===== src/rtl/instr_encoder_loader.sv =====
// Encodes symbolic RV32 operations into 32-bit words and writes them to consecutive memory words.
// Define INSTR_ENC_NOP_PAD_EN to let flush_i fill the remaining memory with NOPs.
module instr_encoder_loader #(
  parameter int unsigned DEPTH     = 256,
  parameter logic [31:0] BASE_ADDR = 32'h0
) (
  input  logic        clk_i,
  input  logic        rst_i,
  input  logic        req_valid_i,
  output logic        req_ready_o,
  input  logic [3:0]  kind_i,
  input  logic [4:0]  rd_i,
  input  logic [4:0]  rs1_i,
  input  logic [4:0]  rs2_i,
  input  logic [11:0] imm_i,
  input  logic        flush_i,
  output logic        mem_we_o,
  output logic [31:0] mem_addr_o,
  output logic [31:0] mem_data_o,
  output logic [15:0] count_o,
  output logic        err_o
);
  localparam logic [15:0] DepthW = 16'(DEPTH);
  localparam logic [6:0]  OpR    = 7'b0110011;
  localparam logic [6:0]  OpI    = 7'b0010011;

`ifdef INSTR_ENC_NOP_PAD_EN
  localparam logic [31:0] Nop = 32'h0000_0013;
  typedef enum logic [2:0] {StIdle, StEnc, StWr, StFull, StPad} state_e;
`else
  typedef enum logic [1:0] {StIdle, StEnc, StWr, StFull} state_e;
  logic w_unused_flush;
  assign w_unused_flush = flush_i;
`endif

  state_e      r_state;
  logic [3:0]  r_kind;
  logic [4:0]  r_rd, r_rs1, r_rs2;
  logic [11:0] r_imm;
  logic        r_ready, r_we, r_err;
  logic [31:0] r_addr, r_data;
  logic [15:0] r_count;

  logic [31:0] w_word;
  logic        w_legal;
  logic [15:0] w_count_inc;
  logic [31:0] w_addr;

  assign w_count_inc = r_count + 16'd1;
  assign w_addr      = BASE_ADDR + {14'd0, r_count, 2'b00};

  // Encoding works from the captured request so inputs may change after the handshake.
  always_comb begin
    w_legal = 1'b1;
    w_word  = '0;
    case (r_kind)
      4'd0:    w_word = {7'b0000000, r_rs2, r_rs1, 3'b000, r_rd, OpR};
      4'd1:    w_word = {7'b0100000, r_rs2, r_rs1, 3'b000, r_rd, OpR};
      4'd2:    w_word = {7'b0000000, r_rs2, r_rs1, 3'b111, r_rd, OpR};
      4'd3:    w_word = {7'b0000000, r_rs2, r_rs1, 3'b110, r_rd, OpR};
      4'd4:    w_word = {7'b0000000, r_rs2, r_rs1, 3'b100, r_rd, OpR};
      4'd5:    w_word = {7'b0000000, r_rs2, r_rs1, 3'b001, r_rd, OpR};
      4'd6:    w_word = {7'b0000001, r_rs2, r_rs1, 3'b000, r_rd, OpR};
      4'd7:    w_word = {r_imm, r_rs1, 3'b000, r_rd, OpI};
      4'd8:    w_word = {7'b0100000, r_imm[4:0], r_rs1, 3'b101, r_rd, OpI};
      default: w_legal = 1'b0;
    endcase
  end

  always_ff @(posedge clk_i) begin
    if (rst_i) begin
      r_state <= StIdle;
      r_kind  <= '0;
      r_rd    <= '0;
      r_rs1   <= '0;
      r_rs2   <= '0;
      r_imm   <= '0;
      r_ready <= 1'b1;
      r_we    <= 1'b0;
      r_addr  <= BASE_ADDR;
      r_data  <= '0;
      r_count <= '0;
      r_err   <= 1'b0;
    end else begin
      r_we <= 1'b0;
      case (r_state)
        StIdle: begin
          if (req_valid_i && r_ready) begin
            r_kind  <= kind_i;
            r_rd    <= rd_i;
            r_rs1   <= rs1_i;
            r_rs2   <= rs2_i;
            r_imm   <= imm_i;
            r_ready <= 1'b0;
            r_state <= StEnc;
`ifdef INSTR_ENC_NOP_PAD_EN
          end else if (flush_i) begin
            r_ready <= 1'b0;
            if (r_count == DepthW) begin
              r_state <= StFull;
            end else begin
              r_state <= StPad;
              r_we    <= 1'b1;
              r_addr  <= w_addr;
              r_data  <= Nop;
            end
`endif
          end
        end
        StEnc: begin
          if (w_legal) begin
            r_state <= StWr;
            r_we    <= 1'b1;
            r_addr  <= w_addr;
            r_data  <= w_word;
          end else begin
            r_err   <= 1'b1;
            r_ready <= 1'b1;
            r_state <= StIdle;
          end
        end
        StWr: begin
          r_count <= w_count_inc;
          if (w_count_inc == DepthW) begin
            r_state <= StFull;
          end else begin
            r_state <= StIdle;
            r_ready <= 1'b1;
          end
        end
`ifdef INSTR_ENC_NOP_PAD_EN
        StPad: begin
          // One NOP per cycle; the strobe stays high until the last word has been written.
          r_count <= w_count_inc;
          if (w_count_inc == DepthW) begin
            r_state <= StFull;
          end else begin
            r_we   <= 1'b1;
            r_addr <= BASE_ADDR + {14'd0, w_count_inc, 2'b00};
          end
        end
`endif
        StFull:  r_ready <= 1'b0;
        default: r_state <= StIdle;
      endcase
    end
  end

  assign req_ready_o = r_ready;
  assign mem_we_o    = r_we;
  assign mem_addr_o  = r_addr;
  assign mem_data_o  = r_data;
  assign count_o     = r_count;
  assign err_o       = r_err;
endmodule


===== config.mk =====
export PLATFORM = sky130hd
export DESIGN_NAME = instr_encoder_loader
export DESIGN_NICKNAME = d
export VERILOG_FILES = /design/src/rtl/instr_encoder_loader.sv
export SDC_FILE = /design/constraint.sdc
export NUM_CORES = 1
export LEC_CHECK = 0
export CORE_ASPECT_RATIO = 1.5
export CORE_UTILIZATION = 45
export CTS_BUF_LIST = sky130_fd_sc_hd__clkbuf_4 sky130_fd_sc_hd__clkbuf_8
export DETAILED_ROUTE_END_ITERATION = 12
export PLACE_DENSITY_LB_ADDON = 0.1
export SYNTH_ARGS = -nofsm -noshare
export SYNTH_HDL_FRONTEND = slang
export SYNTH_SLANG_ARGS = --single-unit

===== constraint.sdc =====
create_clock -name clk_i -period 1.9 [get_ports clk_i]
set_input_delay 0.285 -clock clk_i [delete_from_list [all_inputs] [get_ports clk_i]]
set_output_delay 0.285 -clock clk_i [all_outputs]
set_load 0.01 [all_outputs]

# Yosys cells after proc, flatten, opt, wreduce, memory -nomap -nowiden
# Cells that the tools add are included.
[totals] reg_bits=100 output_inout_bits=83 elab_cells=52
[op_classes] addsub=1 n_eq_ne=15 muxes=11 n_bitwise=2 reduce_logical=11
[ops] operator="32-bit case mux with 9 select lines" count=1
[ops] operator="16-bit by 1-bit adder with 16-bit output (second input constant)" count=1
[ops] operator="16-bit by 9-bit equality test with 1-bit output (second input constant)" count=1
[ops] operator="4-bit by 3-bit equality test with 1-bit output (second input constant)" count=4
[ops] operator="9-bit OR reduction" count=1
[ops] operator="4-bit by 2-bit equality test with 1-bit output (second input constant)" count=2
[ops] operator="2-bit AND reduction" count=4
[ops] operator="2-bit two-way mux" count=3
[ops] operator="2-bit inequality test (second input constant)" count=3
[ops] operator="2-bit case mux with 3 select lines" count=1
[ops] operator="1-bit two-way mux" count=5
[ops] operator="2-bit equality test (second input constant)" count=2
[ops] operator="4-bit by 1-bit equality test with 1-bit output (second input constant)" count=1
[ops] operator="4-bit equality test (second input constant)" count=1
[ops] operator="4-bit logical NOT" count=1
[ops] operator="1-bit case mux with 4 select lines" count=1
[ops] operator="3-bit AND reduction" count=1
[ops] operator="3-bit nonzero test" count=1
[ops] operator="2-bit by 1-bit equality test with 1-bit output (second input constant)" count=1
[ops] operator="2-bit logical NOT" count=1
[ops] operator="1-bit inverter" count=2
[ops] operator="2-bit OR reduction" count=1
[ops] operator="1-bit logical AND" count=1

# Depth between registers and ports, before layout
[depth] depth_word=5 depth_mapped=8

# Least setup slack after synthesis
# OpenSTA, ideal clock, no wires.
[synth_timing] kind="register to register" start="register r_count[0], in the netlist count_o[0]" end="register r_state[1]" setup_ps=88 t_arrival_ps=1946 setup_slack_ps=-134 stages_incl_launch_ff=8 path_buffers=0 cell_sequence="dfxtp_1 > ha_1 > nand2_1 > nor4_4 > or3_2 > a2111oi_4 > a21oi_2 > o32ai_2"
[synth_via] elab_chain_len=4
[synth_lines] element="start: declaration" line_no="42" rtl="logic [15:0] r_count;"
[synth_lines] element="start signal: assignment" line_no="123" rtl="r_count <= w_count_inc;"
[synth_lines] element="16-bit by 1-bit adder with 16-bit output" line_no="49" rtl="assign w_count_inc = r_count + 16'd1;"
[synth_lines] element="16-bit by 9-bit equality test with 1-bit output" line_no="124" rtl="if (w_count_inc == DepthW) begin"
[synth_lines] element="2-bit two-way mux" line_no="124"
[synth_lines] element="2-bit case mux with 3 select lines" line_no="86" rtl="case (r_state)"
[synth_lines] element="end signal: assignment" line_no="95" rtl="r_state <= StEnc;"
[synth_lines] element="end signal: assignment" line_no="125" rtl="r_state <= StFull;"
[synth_lines] element="end signal: assignment" line_no="127" rtl="r_state <= StIdle;"
[synth_lines] element="end: declaration" line_no="36" rtl="state_e r_state;"
# Every way passes these cells.
# A chain may end at the register's enable or synchronous reset.

# Worst setup path after layout
# Ends and elaborated chain as after synthesis.

==> out/metrics.cfg <==
[clock_network]
clock_latency_ns = 0.36
cts.sink_count = 95
clock_path_buffers = 2
root_buffer = clkbuf_8
cts_buffers = 9
path_clk_slew_ns = 0.10
cts-hold-fix-buffers = 0
cts_tree = yes
htreeDepth = 3

[global_routing]
grt_overflow = 0
grt_max_degree = 48
grt_pass1_vias = 3645
met3_usage_pct = 4.41
grt-busiest-layer = met2
grt_pass1_wl_microns = 16700
antenna_found_initial = 0
use_met1_pct = 24.7
track_usage_pct = 22.4
met2_usage_pct = 41.1

[min_path]
hold_class = in2reg
holdPathStages = 3
whs_endpoint = mem_addr_o[11]
hold_start = rst_i

[synth]
synth_area_sq_um = 4180
synthAdderAreaFrac_pct = 1.50
ys.warnings.count = 0
syn_inst = 516
syn_area_per_cell_sq_um = 8.10
synth_seq_cells = 95
async_reset_ff_share_pct = 0
synth.distinct_cells = 55
synth_top_family_by_area = simple AND/OR/NAND/NOR gates
muxShareOfSynthArea_pct = 0.479
synth_edf_count = 0
yosys.area_share.simple_pct = 24.0
synth-xor-area-share_pct = 3.35
seq_area_frac_synth_pct = 45.5
synth.area.top_cells = dfxtp_1, nand2_1, a21oi_1, buf_4, nor2_1
ys.flop_type = dfxtp_1
synth_compound_area_share_pct = 16.3
synth_top_area_cell = dfxtp_1
synthDominantCellAreaShare_pct = 45.5

[routing]
via_per_inst = 5.08
dr_total_vias = 3807
detail-route-antenna-nets = 0
drc = 0
routed_wl_microns = 10100
drt_iter0_markers = 141
wl_per_cell_microns = 13.5
drt_first_pass_iters = 6

[timing]
slew_viol_final = 0
fin_crit_sh_pct = 101
fin_crit_ns = 1.92
setup_viol = 1
hold_viol = 0
fmax_mhz = 520
skew_ns = 0.0108
whs_ns = 0.395
rsz0062_at_grt = yes
worst_slack_ns = -0.0213

[cells_and_area]
diodes = 0
regArea_sq_um = 1920
finish.utilization_pct = 63.9
nNetsFinal = 675
drive_above_1_share_pct = 15.8
multi_input_area_sq_um = 2060
stdcell_area_sq_um = 5710
fillers = 823
final_cells = 750
syn_to_final_growth_pct = 36.7

[critical_path]
ff2ff_setup_slack_ns = -0.02
reg2reg_from = count_o[0]
crit_required_ns = 2.18
path_class = reg2reg
cp_top_family = compound AO/OA/AOI/OAI gates
cp_slowest_cell = a2111oi_4
reg2reg_to = r_state[1]
crit_path_max_fanout = 4
ff2ff_path_depth = 8
critPathBufInv = 1
worstPathCellList = ha_4 > buf_6 > nand2_4 > nor4_4 > or3_4 > a2111oi_4 > a21oi_2 > o32ai_2
end_kind = flop
cp-start-kind = flop
arrival_ns = 2.21
critPathMaxStageDelay_ns = 0.44

[placement]
place_area_sq_um = 5440
portBuffers = 97
placed_cells = 732
dp_worst_setup_slack_ns = -0.265
dp_hpwl_microns = 7480
place_congestion = 0.842

[floorplanning]
die_height_microns = 120
start_util_pct = 46.8
rows = 42
io_pins = 118
dieArea_sq_um = 9680
die_width_microns = 80.7
core_sq_um = 8930

[status]
status = finished, violations left
violations = negative setup slack

[power]
worst_ir_drop_vdd_mv = 0.549
power_density_nw_per_um2 = 942
power_leakage_nw = 2.18

[flow_run]
cap_viol_max_count = 0

## repair_timing
item | 4_1_cts | 5_1_grt
resized for setup | 13 | 13
endpoints found under the setup margin | 3 | 5
pin swaps | 6 | 6
cloned | 0 | 0
buffers inserted | 1 | 1
## registers in the layout, summed over array words and instances (netlist names)
register / cells
count_o: 16
err_o: 1
mem_addr_o: 16
mem_data_o: 27
mem_we_o: 1
r_imm: 12
r_kind: 4
r_rd: 5
r_rs1: 5
r_rs2: 5
r_state: 2
req_ready_o: 1
## how the worst max path moves through the flow
| stage | from | to | cells past startpoint |
|---|---|---|---|
| 6_report | count_o[0] | r_state[1] | 8 |
| 5_1_grt | count_o[0] | r_state[1] | 8 |
| 4_1_cts | count_o[0] | r_state[1] | 8 |
| 3_5_place_dp | count_o[5] | r_state[1] | 7 |
| 3_3_place_gp | count_o[5] | r_state[1] | 7 |
| 2_1_floorplan | r_state[0] | count_o[12] | 7 |
## cell usage after synthesis (5+ instances only)
cell type and number:
nand2_1 131, dfxtp_1 95, a21oi_1 69, nor2_1 37
buf_4 25, clkbuf_1 24, xor2_1 13, o21ai_0 11
nor3_1 10, nand3_1 9, a22o_1 7, a22oi_1 5
buf_2 5, ha_1 5, or3_1 5
## cells in the final DEF (no fill, tap or decap), types with 4 or more instances in the layout
cell type,synthesis,layout
nand2_1,131,130
clkdlybuf4s50_1,0,96
dfxtp_1,95,87
a21oi_1,69,68
buf_4,25,49
nor2_1,37,37
conb_1,1,19
xor2_1,13,13
o21ai_0,11,10
nor3_1,10,10
nand3_1,9,9
clkbuf_8,0,9
a22o_1,7,7
dfxtp_2,0,6
a22oi_1,5,5
or3_1,5,5
nor2b_1,4,4
## stage by stage
stage               setup TNS [ns]  total power [W]
floorplan                        0          0.00347
detailed placement          -0.601          0.00422
global placement            -0.588          0.00417
global route                -0.376          0.00573
finish                     -0.0213          0.00538
CTS                        -0.0836          0.00544
## worst reg2reg max path, delay by kind of cell (launching register included)
kind            cells  cell delay, ns
compound gates      3            0.73
simple gates        3            0.46
flops               1            0.37
fa+ha+maj           1            0.16
buf+inv             1            0.12
## cell families (layout without fill, tap and decap cells)
logic type	after synthesis	in the layout
AO/OA/AOI/OAI	111	111
XOR/XNOR	16	16
adder cells (fa/ha/maj)	5	5
buffers and inverters	64	170
flip-flops	95	95
multiplexers	2	2
other	1	19
AND/OR/NAND/NOR	222	222
## cell type report
cell class                 count  share of cell area, %
multi-input combinational    375                   36.1
sequential                    95                   33.6
timing repair buffer         151                   24.6
tap                          110                   2.41
clock buffer                  10                   2.30
clock inverter                 6                  0.789
inverter                       3                  0.197
## per-layer routing
| metal | part of all wire, % | wire [microns] |
|---|---|---|
| met2 | 54 | 5490 |
| met1 | 41 | 4140 |
| met5 | 0 | 0 |
| met4 | 1.4 | 139 |
| met3 | 3.6 | 370 |
## report_power, final
group / total [W] / internal (W) / switching, W
logic: 0.00177 / 0.000774 / 0.000998
clock network: 0.00123 / 0.000499 / 0.000732
registers: 0.00238 / 0.00223 / 0.000142
(Power assumes the default switching activity.)
